<file path="config.mk">
export PLATFORM = sky130hd
export DESIGN_NAME = axi_st_rd_ctrl
export DESIGN_NICKNAME = d
export VERILOG_FILES = /design/src/rtl/axi_st_pkg.sv /design/src/rtl/axi_st_skid_buf.sv /design/src/rtl/axi_st_rd_ctrl.sv
export SDC_FILE = /design/constraint.sdc
export NUM_CORES = 1
export LEC_CHECK = 0
export CORE_MARGIN = 3
export CORE_UTILIZATION = 30
export CTS_CLUSTER_SIZE = 30
export DETAILED_ROUTE_END_ITERATION = 7
export DONT_BUFFER_PORTS = 1
export SYNTH_ARGS = -nofsm -noshare
export SYNTH_HDL_FRONTEND = slang
export SYNTH_HIERARCHICAL = 1
export SYNTH_SLANG_ARGS = --single-unit
</file>
<file path="constraint.sdc">
create_clock -name clk -period 5.6 [get_ports clk]
set_input_delay 1.12 -clock clk [delete_from_list [all_inputs] [get_ports clk]]
set_output_delay 1.12 -clock clk [all_outputs]
set_load 0.01 [all_outputs]
</file>
<file path="src/rtl/axi_st_pkg.sv">
`default_nettype none
// ============================================================================
// Module      : axi_st_pkg
// Description : Shared widths and skid-buffer sizing for the AXI-ST receive
//               control path.
// Revision    : 1.0 - initial release
// ============================================================================
package axi_st_pkg;

    localparam int c_DWIDTH     = 64;
    localparam int c_CNT_W      = 32;
    localparam int c_SKID_DEPTH = 2;

    // Occupancy counter must hold 0..c_SKID_DEPTH inclusive
    localparam int c_SKID_CNT_W = $clog2(c_SKID_DEPTH + 1);

    localparam logic [c_SKID_CNT_W-1:0] c_SKID_FULL = c_SKID_CNT_W'(c_SKID_DEPTH);

endpackage
`default_nettype wire

</file>
<file path="src/rtl/axi_st_skid_buf.sv">
`default_nettype none
// ============================================================================
// Module      : axi_st_skid_buf
// Description : Two-entry circular skid buffer with push/pop interface.
//               Exposes current occupancy and next-cycle occupancy so the
//               parent can register a ready that never overflows.
// Revision    : 1.0 - initial release
// ============================================================================
module axi_st_skid_buf
    import axi_st_pkg::*;
#(
    parameter int DWIDTH = c_DWIDTH
) (
    input  logic                    clk,
    input  logic                    rst,
    input  logic                    push,
    input  logic [DWIDTH-1:0]       push_data,
    input  logic                    pop,
    output logic [DWIDTH-1:0]       pop_data,
    output logic [c_SKID_CNT_W-1:0] count,
    output logic [c_SKID_CNT_W-1:0] count_next
);

    logic [DWIDTH-1:0]       r_mem [c_SKID_DEPTH];
    logic                    r_wr_ptr;
    logic                    r_rd_ptr;
    logic [c_SKID_CNT_W-1:0] r_count;
    logic [c_SKID_CNT_W-1:0] w_count_next;

    // Occupancy after this cycle; simultaneous push and pop cancel out
    always_comb begin
        w_count_next = r_count;
        if (push && !pop) begin
            w_count_next = r_count + c_SKID_CNT_W'(1);
        end else if (!push && pop) begin
            w_count_next = r_count - c_SKID_CNT_W'(1);
        end
    end

    // Payload storage; contents are meaningless once count is reset, so no reset here
    always_ff @(posedge clk) begin
        if (push) begin
            r_mem[r_wr_ptr] <= push_data;
        end
    end

    // Pointers and occupancy; reset discards everything held in the buffer
    always_ff @(posedge clk or posedge rst) begin
        if (rst) begin
            r_wr_ptr <= 1'b0;
            r_rd_ptr <= 1'b0;
            r_count  <= '0;
        end else begin
            if (push) begin
                r_wr_ptr <= ~r_wr_ptr;
            end
            if (pop) begin
                r_rd_ptr <= ~r_rd_ptr;
            end
            r_count <= w_count_next;
        end
    end

    assign pop_data   = r_mem[r_rd_ptr];
    assign count      = r_count;
    assign count_next = w_count_next;

endmodule
`default_nettype wire

</file>
<file path="src/rtl/axi_st_rd_ctrl.sv">
`default_nettype none
// ============================================================================
// Module      : axi_st_rd_ctrl
// Description : Receive-side AXI-ST control. Accepts beats into a two-entry
//               skid buffer behind a registered ready, writes them into the
//               receive FIFO, counts written beats and flags senders that
//               withdraw or alter a stalled beat.
// Revision    : 1.0 - initial release
// ============================================================================
module axi_st_rd_ctrl
    import axi_st_pkg::*;
#(
    parameter int DWIDTH = c_DWIDTH,
    parameter int CNT_W  = c_CNT_W
) (
    input  logic              clk,
    input  logic              rst,
    input  logic              axist_valid,
    input  logic [DWIDTH-1:0] axist_data,
    output logic              axist_rdy,
    input  logic              fifo_full,
    output logic              fifo_wren,
    output logic [DWIDTH-1:0] fifo_wdata,
    output logic [CNT_W-1:0]  beat_cnt,
    output logic              proto_err
);

    logic                    r_rdy;
    logic [CNT_W-1:0]        r_beat_cnt;
    logic                    r_stall;
    logic [DWIDTH-1:0]       r_prev_data;
    logic                    r_err;

    logic                    w_push;
    logic                    w_pop;
    logic [DWIDTH-1:0]       w_pop_data;
    logic [c_SKID_CNT_W-1:0] w_count;
    logic [c_SKID_CNT_W-1:0] w_count_next;

    // Pop depends only on registered occupancy and FIFO status, never on the link
    assign w_push = axist_valid & r_rdy;
    assign w_pop  = (w_count != '0) & ~fifo_full;

    axi_st_skid_buf #(
        .DWIDTH (DWIDTH)
    ) u_skid (
        .clk        (clk),
        .rst        (rst),
        .push       (w_push),
        .push_data  (axist_data),
        .pop        (w_pop),
        .pop_data   (w_pop_data),
        .count      (w_count),
        .count_next (w_count_next)
    );

    // Ready looks one cycle ahead: drop it as soon as the buffer will be full
    always_ff @(posedge clk or posedge rst) begin
        if (rst) begin
            r_rdy <= 1'b0;
        end else begin
            r_rdy <= (w_count_next < c_SKID_FULL);
        end
    end

    // Running count of beats handed to the FIFO, wrapping naturally
    always_ff @(posedge clk or posedge rst) begin
        if (rst) begin
            r_beat_cnt <= '0;
        end else if (w_pop) begin
            r_beat_cnt <= r_beat_cnt + CNT_W'(1);
        end
    end

    // A stalled beat must be held with identical data until accepted; error is sticky
    always_ff @(posedge clk or posedge rst) begin
        if (rst) begin
            r_stall     <= 1'b0;
            r_prev_data <= '0;
            r_err       <= 1'b0;
        end else begin
            r_stall     <= axist_valid & ~r_rdy;
            r_prev_data <= axist_data;
            if (r_stall && (!axist_valid || (axist_data != r_prev_data))) begin
                r_err <= 1'b1;
            end
        end
    end

    assign axist_rdy  = r_rdy;
    assign fifo_wren  = w_pop;
    assign fifo_wdata = w_pop_data;
    assign beat_cnt   = r_beat_cnt;
    assign proto_err  = r_err;

endmodule
`default_nettype wire

</file>
* After elaboration in Yosys (flattened, before gate mapping)
Memory sizes are Yosys's and may differ from the RTL's.
Cells that the tools add are included.
** Word-level totals
- Flip-flop bits (word level) :: 103
- Memory bits (writable) :: 128
- Output and inout port bits :: 99
- Logic and storage cells :: 33
- Memories kept :: 1
** Memory list
- u_skid.r_mem :: depth 2, width 64, read ports 1, clocked after Yosys merged registers in 0, wr ports 1, RTL line axi_st_skid_buf.sv:24 : logic [DWIDTH-1:0] r_mem [c_SKID_DEPTH];
** Cells by class
- $add $sub $neg :: 3
- $lt $le $gt $ge :: 1
- Equal/unequal tests :: 1
- Mux-type cells :: 4
- Bitwise operators :: 7
- Reduce and logical (&&, ||, !) cells :: 8
** Operators by type and width (count)
- inequality test 64 bit :: 1
- adder 32 x 1 -> 32 bit, second input constant :: 1
- two-way mux 2 bit :: 2
- inverter 1 bit :: 4
- bitwise AND 1 bit :: 3
- logical AND 1 bit :: 3
- zero test 1 bit :: 3
- adder 2 x 1 -> 2 bit, second input constant :: 1
- < comparator 2 bit, second input constant :: 1
- two-way mux 1 bit :: 2
- nonzero test 2 bit :: 1
- subtractor 2 x 1 -> 2 bit, second input constant :: 1
- logical OR 1 bit :: 1

* Longest topological paths before layout
Gate-level depths: netlist (run 1).
- Depth in word-level cells :: 6
- Mapped depth :: 6
- Depth with buffers taken out :: 6

* Cells and area by module
Netlist (run 1), hierarchy kept.
** Modules (own cells, without submodules)
- axi_st_skid_buf :: instances 1, cells each 214, area an instance 5001.0 um^2, sequential area each 3943.8 um^2
- axi_st_rd_ctrl :: instances 1, cells each 301, area an instance 3895.0 um^2, sequential area each 2477.4 um^2

* Worst setup path before layout (run 1)
OpenSTA, ideal clock, no wires.
- Path type :: input port to flip-flop
- Start point :: input port axist_valid
- End point :: memory u_skid/r_mem[0][0] (netlist name), enable pin
- Setup time :: 0.494 ns
- Arrival time :: 4.217 ns
- Setup slack :: 0.889 ns
- Stages :: 2
- Path through :: and2_1 > nor2b_1
** On the way
- Word-level cells in the longest chain between the ends :: 3
** RTL lines
- start, declared :: RTL line axi_st_rd_ctrl.sv:18 : input logic axist_valid,
- bitwise AND 1 bit :: RTL line axi_st_rd_ctrl.sv:41 : assign w_push = axist_valid & r_rdy;
- two-way mux 1 bit :: RTL line axi_st_skid_buf.sv:42 : if (push) begin
- two-way mux 1 bit (not written as such) :: RTL line axi_st_skid_buf.sv:43 : r_mem[r_wr_ptr] <= push_data;
- end, declared :: RTL line axi_st_skid_buf.sv:24
No other way between the ends.

* Worst setup path after layout (run 1)
- Start point :: register u_skid.r_rd_ptr
- End point :: output port fifo_wdata[52]
** On the way
- Word-level cells in the longest chain between the ends :: 1
** RTL lines
- start, declared :: RTL line axi_st_skid_buf.sv:26 : logic r_rd_ptr;
- start signal, assigned :: RTL line axi_st_skid_buf.sv:58 : r_rd_ptr <= ~r_rd_ptr;
- memory (2 x 64 bit)
- end, declared :: RTL line axi_st_rd_ctrl.sv:23 : output logic [DWIDTH-1:0] fifo_wdata,
No other way between the ends.

==> flow_results.org, run 1 <==
** Status
- The flow ran to the end, and the final reports show no timing, DRC or antenna violations.

** STA
- Clock skew on the completed layout was measured at roughly 0.015 ns.
- In the final timing run, aggregate negative setup slack is 0 ns.
- After layout, the worst path uses 59.7% of the clock period.
- In the post-route analysis, the smallest setup slack over all paths is between 2 and 2.5 ns.
- Number of setup violations in the final report :: 0
- Unrepaired setup endpoints after global routing :: false
- The number of hold violations in the final report was 0.
- Across all hold checks on the routed design, the worst slack comes to approximately 0.38 ns.
- Based on the critical path, the design can be clocked at up to 299 MHz.
- In this run the tightest slew margin relative to its limit is 22.6%.
- For the pin with the worst max-slew slack, the measured transition is 1.16 ns.
- Subtracting the final worst setup slack from the clock period gives approximately 3.3 ns.
- Number of pins with negative max-slew slack in the final report :: 0

** Power
- For this design the total switching power over the nets is around 1200 uW.
- The share of total power dissipated in the clock network is 33.9%.
- Net switching is 26.7% of the power.
- Sequential cells account for 49.6% of the total power.
- Combinational logic burns 16.5% of the power.
- PwrDens :: 460 nW/um^2
- The design draws 4660 uW.
- The analysis attributes to cell leakage a power of about 0.0039 uW.
- IR analysis of the VDD net gives a maximum drop of 0.198 mV.
- Int Pwr :: 3420 uW

** Global route
- The number of global-route vias before repair was 4444.
- Global-route wire length before repair :: 25.6 mm
- For this run, the total global-route usage over all layers was measured as between 10% and 20%.
- The number of antenna violations at the first check in global routing is 0.
- Global routing finished with a remaining overflow of 0.
- Maximum number of pins on one net before global-route repair :: 66

** Place
- Number of placed instances, taps included :: 894
- Port bufs :: 0
- At the end of routability-driven placement, the weighted congestion stood at 0.739.
- Post-detail-place hpwl :: 11.8 mm
- Setup slack after placement :: between 2 and 2.5 ns

** Clock network
- H-tree Lvls :: 1
- Cell at the root of the clock tree :: sky130_fd_sc_hd__clkbuf_16
- TritonCTS built the clock tree.
- Insertion delay of the later-clocked pin in the worst-skew pair :: ~0.51 ns
- For this design, the sink count on the clock tree is approximately 230.
- Clock input transition at the sequential cells of the worst setup and hold paths :: ~0.060 ns
- Maximum buffer depth of the clock tree :: 3
- After clock tree synthesis, the flow added hold-fix buffers numbering 0.
- Gates resized during post-CTS repair numbered 0.
- Post-CTS Setup Repair Bufs :: 0
- Clock buffers created by TritonCTS :: 25

** Setup path
- At the worst endpoint, the required time is 4.48 ns.
- The worst setup path is launched from a register.
- The worst register-to-register path ends at u_skid/r_mem[0][24]$_DFFE_PP_.
- Max incr delay on CP :: 1.16 ns
- For flop-to-flop paths, the worst setup slack is 3.01 ns.
- The worst setup path is of the register to output pin kind.
- The worst register-to-register path begins at axist_rdy$_DFF_PP0_.
- Along the worst path, the maximum fanout reaches between 60 and 70.
- The slowest stage of the critical path is the sky130_fd_sc_hd__dfrtp_4 cell.
- Crit path max-delay family :: flip-flops
- Length in cells of the worst reg-to-reg path :: 3
- The worst setup path is captured at an output pin.
- Buffering stage count on the worst path with inverters included :: 0
- The signal on the critical path passes through mux2_2.
- CP Data Arrival Time :: 2.22 ns

** Synthesis
- The Yosys step of the flow raised 6 warnings.
- Number of flops mapped to enable cells by yosys :: 128
- Post-synthesis cell area :: about 8900 um^2
- Sequential-to-total area share from yosys stat :: 72.2%
- Counting every net in the synthesized netlist gives 584.
- Main flop type after synthesis :: sky130_fd_sc_hd__edfxtp_1
- Yosys cell types :: 36
- Avg Synthesized Cell Area :: 17.3 um^2
- Cell count after synthesis :: 515
- Async S/R FF share, synth :: 44.6%
- Register bit total from synthesis :: ~230

** Floorplan
- Die width :: 178 um
- Initial Util :: 30.7%
- After floorplanning, the core was sized to cover 28900 um^2.
- Cell row count :: between 60 and 70
- In this run the count of I/O pins placed on the die edge is 167.
- DIE HEIGHT :: around 180 um
- The die covers 31800 um^2.

** Cells and area
- Leaving out fill and tap cells, the most frequent cell in the layout is sky130_fd_sc_hd__edfxtp_1.
- The repair_antennas step left the layout with diodes totalling 0.
- Once layout is complete, the cells apart from fillers number 940.
- Of the cells placed in the final design, the portion with a size suffix greater than 1 is 20.5%.
- Synthesis-to-layout area growth :: 14.0%
- For this run, the post-layout net count is 606.
- The top cell types in the final layout, fill and taps aside, are sky130_fd_sc_hd__edfxtp_1, sky130_fd_sc_hd__dfrtp_1, sky130_fd_sc_hd__xnor2_1.

** Drt
- Average via count per standard cell :: between 4 and 5
- First-pass DRT Iterations :: 4
- Violation count after the first detailed-route iteration :: 217
- Number of nets still failing antenna checks after routing :: 0
- Total wirelength of the detailed-routed design :: 16.9 mm
- DR vias :: between 4k and 5k
- In the final routed layout, each cell accounts on average for approximately 18 um.
- Count of unresolved DRC violations after routing :: 0

** Job
- Max-cap violations in this run came to 0.

** Hold path
- The tightest min-delay check is of the input port to asynchronous set/reset pin type.
## layout make-up
class / count / area [um^2]
clock buffer: 34 / 679
clock inverter: 12 / 123
fill: 2680 / 18800
inverter: 23 / 88.8
multi-input combinational: 254 / 2330
sequential: 231 / 6420
tap: 384 / 480
timing repair buffer: 2 / 15.0
## synthesized netlist by cell type (2+ instances only)
master	n	area, um^2
sky130_fd_sc_hd__nor2_1	11	41.3
sky130_fd_sc_hd__nor4_1	8	50.1
sky130_fd_sc_hd__a22o_1	2	17.5
sky130_fd_sc_hd__nor2b_1	4	25.0
sky130_fd_sc_hd__nand2_1	14	52.6
sky130_fd_sc_hd__xnor2_1	55	482
sky130_fd_sc_hd__nor3_1	3	15.0
sky130_fd_sc_hd__o22ai_1	6	37.5
sky130_fd_sc_hd__and2_1	3	18.8
sky130_fd_sc_hd__nand4_1	14	87.6
sky130_fd_sc_hd__nand4_2	2	25.0
sky130_fd_sc_hd__dfrtp_1	103	2580
sky130_fd_sc_hd__mux2_2	14	158
sky130_fd_sc_hd__mux2_4	50	751
sky130_fd_sc_hd__edfxtp_1	128	3840
sky130_fd_sc_hd__nand3_1	13	65.1
sky130_fd_sc_hd__buf_6	6	67.6
sky130_fd_sc_hd__inv_1	23	86.3
sky130_fd_sc_hd__and4_1	4	35.0
sky130_fd_sc_hd__xor2_1	30	263
sky130_fd_sc_hd__and3_1	4	25.0
sky130_fd_sc_hd__o2bb2ai_1	4	35.0
## through the flow
step | utilization, % | area (um^2)
2_1_floorplan | - | 8900
3_3_place_gp | 32.3 | 9340
3_5_place_dp | 32.3 | 9340
4_1_cts | 35.0 | 10100
5_1_grt | 35.0 | 10100
6_report | 35.0 | 10100
## sequential cells by signal, indices dropped and copies added, names as in the netlist
register	count
proto_err	1
u_skid/r_wr_ptr	1
u_skid/count	2
u_skid/r_rd_ptr	1
r_prev_data	64
beat_cnt	32
u_skid/r_mem	128
r_stall	1
axist_rdy	1
## worst max-delay path by stage
stage	start	end	slack (ns)	cells past startpoint
after floorplan	axist_valid	u_skid/r_mem[0][0]$_DFFE_PP_	0.89	2
after global placement	axist_valid	u_skid/r_mem[0][38]$_DFFE_PP_	2.43	3
after detailed placement	axist_valid	u_skid/r_mem[0][34]$_DFFE_PP_	2.32	3
after CTS	u_skid/r_rd_ptr$_DFFE_PP0P_	fifo_wdata[55]	2.21	1
after global routing	u_skid/r_rd_ptr$_DFFE_PP0P_	fifo_wdata[55]	2.15	1
final	u_skid/r_rd_ptr$_DFFE_PP0P_	fifo_wdata[52]	2.26	1
## cells by family after synthesis
group	share of synthesized area [%]
buffers and inverters	1.79
AOI/OAI and AO/OA	1.70
muxes	10.2
xor gates and xnor gates	8.37
and+or+nand+nor	5.61
DFF	72.2
adders and majority gates	0.141
## worst reg2reg max path, stage by stage (launching register included)
cell and delay (ns):
sky130_fd_sc_hd__dfrtp_1 0.44, sky130_fd_sc_hd__and2_1 0.29, sky130_fd_sc_hd__nor2b_4 0.97, sky130_fd_sc_hd__buf_4 0.52
## per-layer routing
metal  GRT usage [%]  share of wire (%)  vias to the layer above
met5               0                  0                        -
met4            2.31                1.3                        0
li1                -                  -                     1919
met2            17.6                 49                      144
met3            5.00                 11                       19
met1            11.8                 39                     2028
## power by group through the flow
stage / Combinational [uW] / Sequential, uW / Clock (uW)
6_report: 768 / 2310 / 1580
3_5_place_dp: 789 / 2360 / 0
3_3_place_gp: 773 / 2340 / 0
4_1_cts: 792 / 2320 / 1630
5_1_grt: 830 / 2350 / 1700
2_1_floorplan: 790 / 2200 / 0
Power figures use the tool's default switching activity.
==> run 2: changes to the inputs <==
==> constraint.sdc (replaced) <==
create_clock -name clk -period 2.9 [get_ports clk]
set_input_delay 0.58 -clock clk [delete_from_list [all_inputs] [get_ports clk]]
set_output_delay 0.58 -clock clk [all_outputs]
set_load 0.01 [all_outputs]
==> run 2 against run 1 <==
Critical path depth increased by 1. Global-route usage rose by 0.53 points. Highest routed layer unchanged. Utilization increased by 0.38 points. Final cell count is 0.96% higher.
==> flow_results.org, run 2 (synthesis results as in run 1) <==
** Status
- The run finished with clean final reports.

** STA
- Number of pins with negative max-slew slack in the final report :: 0 (unchanged)
- The worst setup slack after layout came to 0.277 ns (-1.98 ns).
- Highest achievable clock rate :: 381 MHz
- Tightest Pin Transition :: 0.757 ns (-0.403 ns)
- Final setup TNS :: 0 ns (unchanged)
- Count of endpoints failing hold in the final timing report :: 0 (unchanged)
- Setup repair after global routing left no endpoint under its margin.
- Final Cycle Share :: 90.5%
- Crit path time final :: between 2 and 3 ns
- The worst slew slack as a fraction of its limit is 49.4% (+27 points).
- The setup skew after layout is 0.0129 ns (-0.00231 ns).
- The final setup violation count came to 0 (unchanged).

** Clock network
- H-tree Lvls :: 1 (unchanged)
- The number of cells upsized or downsized after cts was 0 (unchanged).
- In this run the clock root is driven by a sky130_fd_sc_hd__clkbuf_16.
- The number of sinks on the clock net came to 231 (unchanged).
- The number of setup buffers added after CTS came to 0 (unchanged).
- TritonCTS built the clock tree.
- Maximum buffer depth of the clock tree :: 3 (unchanged)
- The number of buffers added by the clock tree synthesis step was 26 (+4.0%).
- Clock input transition at the sequential cells of the worst setup and hold paths :: 0.06 ns (about the same)
- The worst-skew pair later-pin latency came to 0.52 ns (about the same).

** Power
- The post-route total power is 9080 uW (+95%).
- The switching power summed over all nets is 2470 uW (+99%).
- The portion of total power attributed to sequential cells was 47.6% (-2.0 points).
- The share of power burned in the clock network came to 33.5% (-0.4 points).
- Leak :: 0.00394 uW (+1.4%)
- The combinational share of power was 18.9% (+2.4 points).
- The power density over the cells was 886 nW/um^2 (+93%).
- The peak supply drop came to 0.321 mV (+62%).
- The fraction of power spent switching nets was 27.2% (+0.58 points).
- Int Pwr :: 6610 uW (+93%)

** Setup path
- Data required time of the worst path :: 2.32 ns (-2.16 ns)
- Register-to-register setup slack :: 1.04 ns (-1.97 ns)
- CP Cell Sequence :: buf_4 > mux2_2
- The number of cell instances on the worst register-to-register path is 5 (+2).
- The data arrival time at the worst-slack endpoint is 2.04 ns (-0.18 ns).
- The buffer and inverter count on the worst path came to 1 (+1).
- Largest driver fanout on the critical path :: 23 (-65%)
- Reg2reg end :: proto_err$_DFFE_PP0P_
- Crit Reg-Reg Startpoint :: r_prev_data[30]$_DFF_PP0_
- The number of logic stages on the critical path including buffering was 2 (+1).
- The worst setup path is launched from a register.
- Crit path max-delay family :: flip-flops
- Max incr delay on CP :: 0.72 ns (-0.44 ns)
- Category of the critical setup timing path :: register to output pin
- Cell with the biggest individual delay on the critical path :: sky130_fd_sc_hd__dfrtp_4
- Crit. End Element :: output pin

** Cells and area
- The number of nets in the final layout was 614 (+1.3%).
- The design area came to 10200 um^2 (+1.1%).
- The area of combinational cells with multiple inputs was 2330 um^2 (unchanged).
- The number of inserted filler cells in the final layout came to 2693 (+0.49%).
- Most frequent standard cell in the layout excluding fill and tap cells :: sky130_fd_sc_hd__edfxtp_1
- Non-filler instance count after layout :: 949 (+0.96%)
- Most used cells in the layout excluding fill and tap cells :: sky130_fd_sc_hd__edfxtp_1, sky130_fd_sc_hd__dfrtp_1, sky130_fd_sc_hd__xnor2_1
- Synthesis-to-layout area growth :: 15.2%
- The flip-flop count of the largest register, all copies and words added came to 128 (unchanged).
- Ant. Diodes :: 0 (unchanged)
- Top reg by flops :: u_skid/r_mem
- The share of layout cells above drive strength 1 was 21.8% (+1.3 points).
- Sequential cell area :: 6420 um^2 (unchanged)

** Global route
- Number of global-route vias before repair :: 4478 (+0.77%)
- Gr ovfl total :: 0 (unchanged)
- The pin count of the biggest net entering global routing came to 65 (-1.5%).
- The global-route wire length before repair came to 26.8 mm (+4.5%).
- The overall fraction of global-route tracks in use is 10.9% (+0.53 points).
- Number of antenna violations at the first check in global routing :: 0 (unchanged)

** Place
- The worst setup timing slack at the placement stage is 0.773 ns (-1.54 ns).
- Post-Place Cell Area :: 9430 um^2 (+1.0%)
- The final HPWL from detailed placement was 12.3 mm (+4.6%).
- Port bufs :: 0 (unchanged)
- Routability congestion estimate :: 0.721 (-2.5%)
- The post-placement cell count came to 900 (+0.67%).

** Floorplan
- # IOs :: 167 (unchanged)
- Initial Util :: 30.7% (unchanged)
- Placeable Area :: 28900 um^2 (unchanged)
- Cell row count :: 62 (unchanged)
- Overall die area :: 31800 um^2 (unchanged)
- The y dimension of the die was 178 um (unchanged).
- Die width :: 178 um (unchanged)

** Hold path
- Hold Path Class :: input port to asynchronous set/reset pin

** Drt
- Number of nets still failing antenna checks after routing :: 0 (unchanged)
- Violation count after the first detailed-route iteration :: 214 (-1.4%)
- The routed via count came to 4202 (+2.2%).
- The number of detailed-routing iterations run before antenna repair came to 4 (unchanged).
- Average via count per standard cell :: 4.43 (+1.3%)
- The total wire length after detailed routing is 17.7 mm (+4.7%).
- The number of design rule violations left after detail routing is 0 (unchanged).
- WL/cell :: 18.6 um (+3.7%)

** Job
- Number of max-cap violations :: 0 (unchanged)
run 2: changes by cell type in the layout (fill, tap and decap cells not counted), sizes merged:
cell,change
dlygate4sd3,+1
inv,-3
bufinv,-1
buf,+6
clkinv,+7
clkbuf,-2
clkinvlp,+1
run 2: routing by layer:
metal	vias up	GRT usage, %	part of all wire, %
met2	147	17.6	47
met5	-	0	0
met4	0	2.63	1.4
li1	1927	-	-
met1	2107	12.9	39
met3	21	5.43	12
run 2: final cells by class:
cell class	instances	share of cell area [%]
sequential	231	62.7
multi-input combinational	254	22.7
clock buffer	32	6.78
tap	384	4.69
timing repair buffer	9	1.17
clock inverter	16	1.10
inverter	23	0.879
run 2: repair_timing:
action / CTS / global route
endpoints found under the hold margin: 4 / 0
hold buffers: 1 / 0
endpoints found under the setup margin: 0 / 0
run 2: worst max path at each step:
stage	start	slack, ns	end
2_1_floorplan	axist_valid	0.12	u_skid/r_mem[1][0]$_DFFE_PP_
3_5_place_dp	u_skid/r_rd_ptr$_DFFE_PP0P_	0.77	fifo_wdata[54]
4_1_cts	u_skid/r_rd_ptr$_DFFE_PP0P_	0.22	fifo_wdata[54]
6_report	u_skid/r_rd_ptr$_DFFE_PP0P_	0.28	fifo_wdata[54]
3_3_place_gp	axist_data[56]	0.80	proto_err$_DFFE_PP0P_
5_1_grt	u_skid/r_rd_ptr$_DFFE_PP0P_	0.19	fifo_wdata[54]
run 2: through the flow:
stage	hold slack [ns]	util, %
finish	0.0582	35.4
global route	0.0539	35.4
CTS	0.0577	35.4
detailed placement	0.372	32.6
global placement	0.364	32.6
floorplan	0.346	-
run 2: power by group through the flow:
stage / sequential, uW / clock [uW] / combinational (uW)
after global routing: 4370 / 3280 / 1860
after detailed placement: 4390 / 0 / 1770
after CTS: 4330 / 3150 / 1780
final: 4320 / 3040 / 1710
after global placement: 4370 / 0 / 1740
after floorplan: 4240 / 0 / 1530
==> variant 1: new RTL, settings of run 2 <==
Set the package constant `c_CNT_W` to 36 (it was 32).
--- a/src/rtl/axi_st_pkg.sv
+++ b/src/rtl/axi_st_pkg.sv
@@ -10,3 +10,3 @@
     localparam int c_DWIDTH     = 64;
-    localparam int c_CNT_W      = 32;
+    localparam int c_CNT_W      = 36;
     localparam int c_SKID_DEPTH = 2;
Ports: changed (resized beat_cnt); port bits go from 167 to 171. The function was not compared with the original's and may differ.
==> variant 1 against run 2 <==
- sequential cell count rose by 4
- first-iteration DRC count fell by 21%
- clock skew grew 8.5 ps
- count of clock-buffer cells in the layout fell by 1
- sequential share of layout area shrank 0.93 points
- final area increased by 3.1%
- total power up 5.5%
- synthesized area grew 2.1%
- wire length rose by 3.5%
- worst setup slack got worse by 1.7 ps
- hold slack worse by 49 ps
- critical path type unchanged
- critical endpoint unchanged
- highest routed layer unchanged
==> variant 1: results (changes against run 2) <==
DR iter-0 viols 169 (-21%); global-route wire length before repair 28800 um (+7.6%); register area share after synthesis 0.718 (-0.00389); Peak VDD IR 370 uV (+15%); EDFF count, synth 128 (unchanged); Area after DPL 9640 um^2 (+2.2%); routability cong. 0.783 (+8.6%); synth cell count leaders 128 x edfxtp_1, 107 x dfrtp_1, 59 x xnor2_1; DP HPWL 12800 um (+3.6%); CP max stage cell dfrtp_4; clock root cell clkbuf_16; synthesized area per cell 17.3 um^2 (about the same); Cells after DPL 919 (+2.1%); via count 4324 (+2.9%); initial antenna violation count 0 (unchanged); Worst path max stage delay 800 ps (+80 ps); Synthesized Nets 595 (+1.9%); worst-skew pair later-pin latency 520 ps (about the same); Wirelength per Cell 18.9 um (+1.5%); H-Tree Level Count 1 (unchanged); Crit path max-delay family flip-flops; Yosys cell types 40 (+11%); share of cells above drive strength 1 0.231 (+0.0128); vias in the first global route 4799 (+7.2%); Post-Place Setup Slack 620 ps (-153 ps); drt first pass iters 4 (unchanged); outcome completed; non-filler cells in the finished layout 967 (+1.9%); Antenna Cells 0 (unchanged); Post-CTS Setup Inserts 0 (unchanged); CTS max path bufs 3 (unchanged); worst-margin pin slew 684 ps (-73.3 ps); Worst EP arrival 2040 ps (about the same); CP max FO 29 (+26%); IO Port Bufs 0 (unchanged); Setup Skew 21.4 ps (+8.46 ps); Filler Cells Inserted 2773 (+3.0%); GR Util All Layers 0.111 (+0.00285); HP Class in2async; R2R depth 6 (+1); ys async rst share 0.455 (+0.00943); Reg clk slew, reported paths 60 ps (about the same); top cells by area, synth edfxtp_1 42%, dfrtp_1 29%, mux2_4 8.3%; largest reg by FF count u_skid/r_mem; Final #Nets 627 (+2.1%); max reg flops 128 (unchanged); CTS Buf Count 26 (unchanged); largest net degree at the start of global routing 65 (unchanged); Pleak 4.06 nW (+3.1%); Synth warnings 6 (unchanged)
-- variant 1: final cells by class --
| class | count | area (um^2) | share of cell area |
|---|---|---|---|
| flip-flops and latches | 235 | 6530 | 0.618 |
| inverters | 20 | 78.8 | 0.00746 |
| well taps | 390 | 488 | 0.0462 |
| clock buffers | 31 | 701 | 0.0663 |
| clock inverters | 16 | 213 | 0.0201 |
| multi-input cells | 263 | 2420 | 0.229 |
| repair buffers | 12 | 143 | 0.0135 |
-- variant 1: routing by layer --
metal / track usage / up-vias / routed length [um]
li1: - / 1971 / -
met1: 0.138 / 2165 / 7300
met2: 0.177 / 159 / 8490
met3: 0.0541 / 29 / 2160
met4: 0.0267 / 0 / 334
met5: 0 / - / 0
-- variant 1: metrics by stage --
stage / util / hold slack, ps
final: 0.356 / 9.47
after global routing: 0.356 / 30.8
after CTS: 0.356 / 3.02
after detailed placement: 0.324 / 368
after global placement: 0.324 / 366
after floorplan: - / 346
-- variant 1: where the power goes --
group | leakage [nW] | switching [mW] | internal [mW]
sequential | 2.49 | 0.342 | 4.05
combinational | 1.12 | 0.893 | 0.836
clock | 0.447 | 1.29 | 2.16
total | 4.06 | 2.53 | 7.05
-- variant 1: kinds of logic after synthesis --
group	synth area share
DFF	0.718
xor gates and xnor gates	0.0868
and+or+nand+nor	0.0609
muxes	0.101
buffers and inverters	0.0171
AOI/OAI and AO/OA	0.0147
adders and majority gates	0.00138
-- variant 1: path summary, 6_finish.rpt --
path,startpoint,to,slack [ps]
max in group asynchronous,rst,r_prev_data[4],2200
min in group clk,axist_data[1],r_prev_data[1],80
worst max register to register,u_skid/count[0],beat_cnt[30],840
worst min-delay path,rst,beat_cnt[7],9
worst max-delay path,u_skid/r_rd_ptr,fifo_wdata[54],280
worst min register to register,u_skid/count[1],u_skid/count[1],500
-- variant 1: timing repair --
item | 4_1_cts | 5_1_grt
hold buffers | 1 | 0
endpoints found under the hold margin | 4 | 0
gates resized for setup | 0 | 0
==> variant 2: new RTL, flow settings as in run 2 <==
Without the edit above. Take the reset off `r_prev_data` and load it in a clocked block of its own.
--- a/src/rtl/axi_st_rd_ctrl.sv
+++ b/src/rtl/axi_st_rd_ctrl.sv
@@ -78,3 +78,2 @@
             r_stall     <= 1'b0;
-            r_prev_data <= '0;
             r_err       <= 1'b0;
@@ -82,3 +81,2 @@
             r_stall     <= axist_valid & ~r_rdy;
-            r_prev_data <= axist_data;
             if (r_stall && (!axist_valid || (axist_data != r_prev_data))) begin
@@ -87,2 +85,6 @@
         end
+    end
+
+    always_ff @(posedge clk) begin
+        r_prev_data <= axist_data;
     end
Behaviour: no difference found for any inputs over 10 cycles, from zero or initial values and one cycle with rst high; that may be too few to reach the edited logic, so the function may still have changed.
==> variant 2 against run 2 <==
- final area decreased by 4.3%
- synthesized area decreased by 3.9%
- core utilization decreased by 0.30 points
- die area decreased by 3.8%
- total power decreased by 2.4%
- worst setup slack got worse by 15 ps
- via count decreased by 3.9%
- critical path depth unchanged
- sequential cell count unchanged
- wire length decreased by 4.9%
- synthesized cell count decreased by 1.7%
- highest routed layer unchanged
==> variant 2: results (changes against run 2) <==
vias in the first global route 4234 (-5.4%); drt first pass iters 4 (unchanged); Seq. pwr 4.33 mW (about the same); non-filler cells in the finished layout 929 (-2.1%); GRT met2 Usage 0.174 (-0.00208); clock root cell clkbuf_16; Wirelength per Cell 18.1 um (-2.9%); CTS max path bufs 3 (unchanged); met3 Track Usage GR 0.0508 (-0.00343); register area share after synthesis 0.713 (-0.00831); Post-CTS Setup Inserts 0 (unchanged); met2 WL post-DR 7850 um (-6.4%); met3 WL post-DR 1830 um (-15%); worst-skew pair later-pin latency 500 ps (-20 ps); EDFF count, synth 128 (unchanged); worst-margin pin slew 656 ps (-102 ps); Area after DPL 9040 um^2 (-4.1%); Antenna Cells 0 (unchanged); Synthesized Nets 575 (-1.5%); top cells by area, synth edfxtp_1 45%, dfxtp_1 15%, dfrtp_1 11%; synth cell count leaders 128 x edfxtp_1, 64 x dfxtp_1, 55 x xnor2_1; Setup Skew 8.00 ps (-4.91 ps); R2R setup slack 840 ps (-200 ps); Cells after DPL 883 (-1.9%); M1 WL 6790 um (-1.3%); top sig layer met4; largest net degree at the start of global routing 41 (-37%); via count 4038 (-3.9%); GR Util All Layers 0.105 (-0.00358); hold path endpoint r_prev_data[39]; IO Port Bufs 0 (unchanged); Worst EP arrival 2060 ps (+20 ps); DR iter-0 viols 213 (-0.47%); Reg clk slew, reported paths 60 ps (about the same); Post-Place Setup Slack 494 ps (-279 ps); Pleak 3.66 nW (-7.2%); share of cells above drive strength 1 0.220 (+0.00190); Worst R2R End beat_cnt[31]; largest reg by FF count u_skid/r_mem; HP Class in2reg; Comb. pwr 1.66 mW (-3%); Filler Cells Inserted 2677 (-0.59%); worst hold stages 0; Final #Nets 602 (-2.0%); switching part of the total 0.273 (+0.000975); met1 Use GR 0.122 (-0.00751); Synth Instances 506 (-1.7%); Synth warnings 6 (unchanged); Synth Flop Type edfxtp_1; routability cong. 0.777 (+7.8%); ys async rst share 0.169 (-0.277); part of the power in combinational logic 0.188; DP HPWL 11800 um (-4.6%); Peak VDD IR 426 uV (+33%); Critical R2R Launch beat_cnt[6]; CTS Buf Count 25 (-3.8%); outcome completed; global-route wire length before repair 25100 um (-6.2%); Yosys cell types 38 (+5.6%); CP max FO 31 (+35%)
variant 2: worst max path at each step:
| stage | to | slack [ps] |
|---|---|---|
| floorplan | u_skid/r_mem[1][0] | 120 |
| global placement | proto_err | 520 |
| detailed placement | proto_err | 490 |
| CTS | fifo_wdata[47] | 180 |
| global route | fifo_wdata[48] | 150 |
| finish | fifo_wdata[48] | 260 |
variant 2: what timing repair did:
item	4_1_cts	5_1_grt
hold buffers	1	0
resized for setup	0	0
endpoints found under the hold margin	7	0
endpoints found under the setup margin	0	0
variant 2: layout make-up:
| class | instances | area (um^2) | area share |
|---|---|---|---|
| Inverter | 16 | 60.1 | 0.00612 |
| Multi-Input combinational cell | 250 | 2320 | 0.236 |
| Clock buffer | 30 | 664 | 0.0677 |
| Timing Repair Buffer | 9 | 95.1 | 0.00969 |
| Tap cell | 378 | 473 | 0.0482 |
| Sequential cell | 231 | 6100 | 0.622 |
| Clock inverter | 15 | 93.8 | 0.00957 |
variant 2: per-stage QoR:
| stage | hold WS [ps] | util |
|---|---|---|
| finish | 95.8 | 0.351 |
| global route | 62.4 | 0.351 |
| CTS | 56.7 | 0.351 |
| detailed placement | 372 | 0.324 |
| global placement | 366 | 0.324 |
| floorplan | 346 | - |
variant 2: cell families (layout without fill, tap and decap cells):
kind of cell               count (synthesis)  count (layout)  share of synthesized area
AOI/OAI and AO/OA                         14              14                     0.0133
adders and majority gates                  1               1                    0.00146
DFF                                      231             231                      0.713
buffers and inverters                     25              70                     0.0165
muxes                                     65              65                      0.108
and+or+nand+nor                           81              81                     0.0565
xor gates and xnor gates                  89              89                     0.0912
variant 2: critical path, cell delays in order, from the launching register on:
cell and delay (ps):
dfrtp_4 810, buf_4 330, mux2_2 400
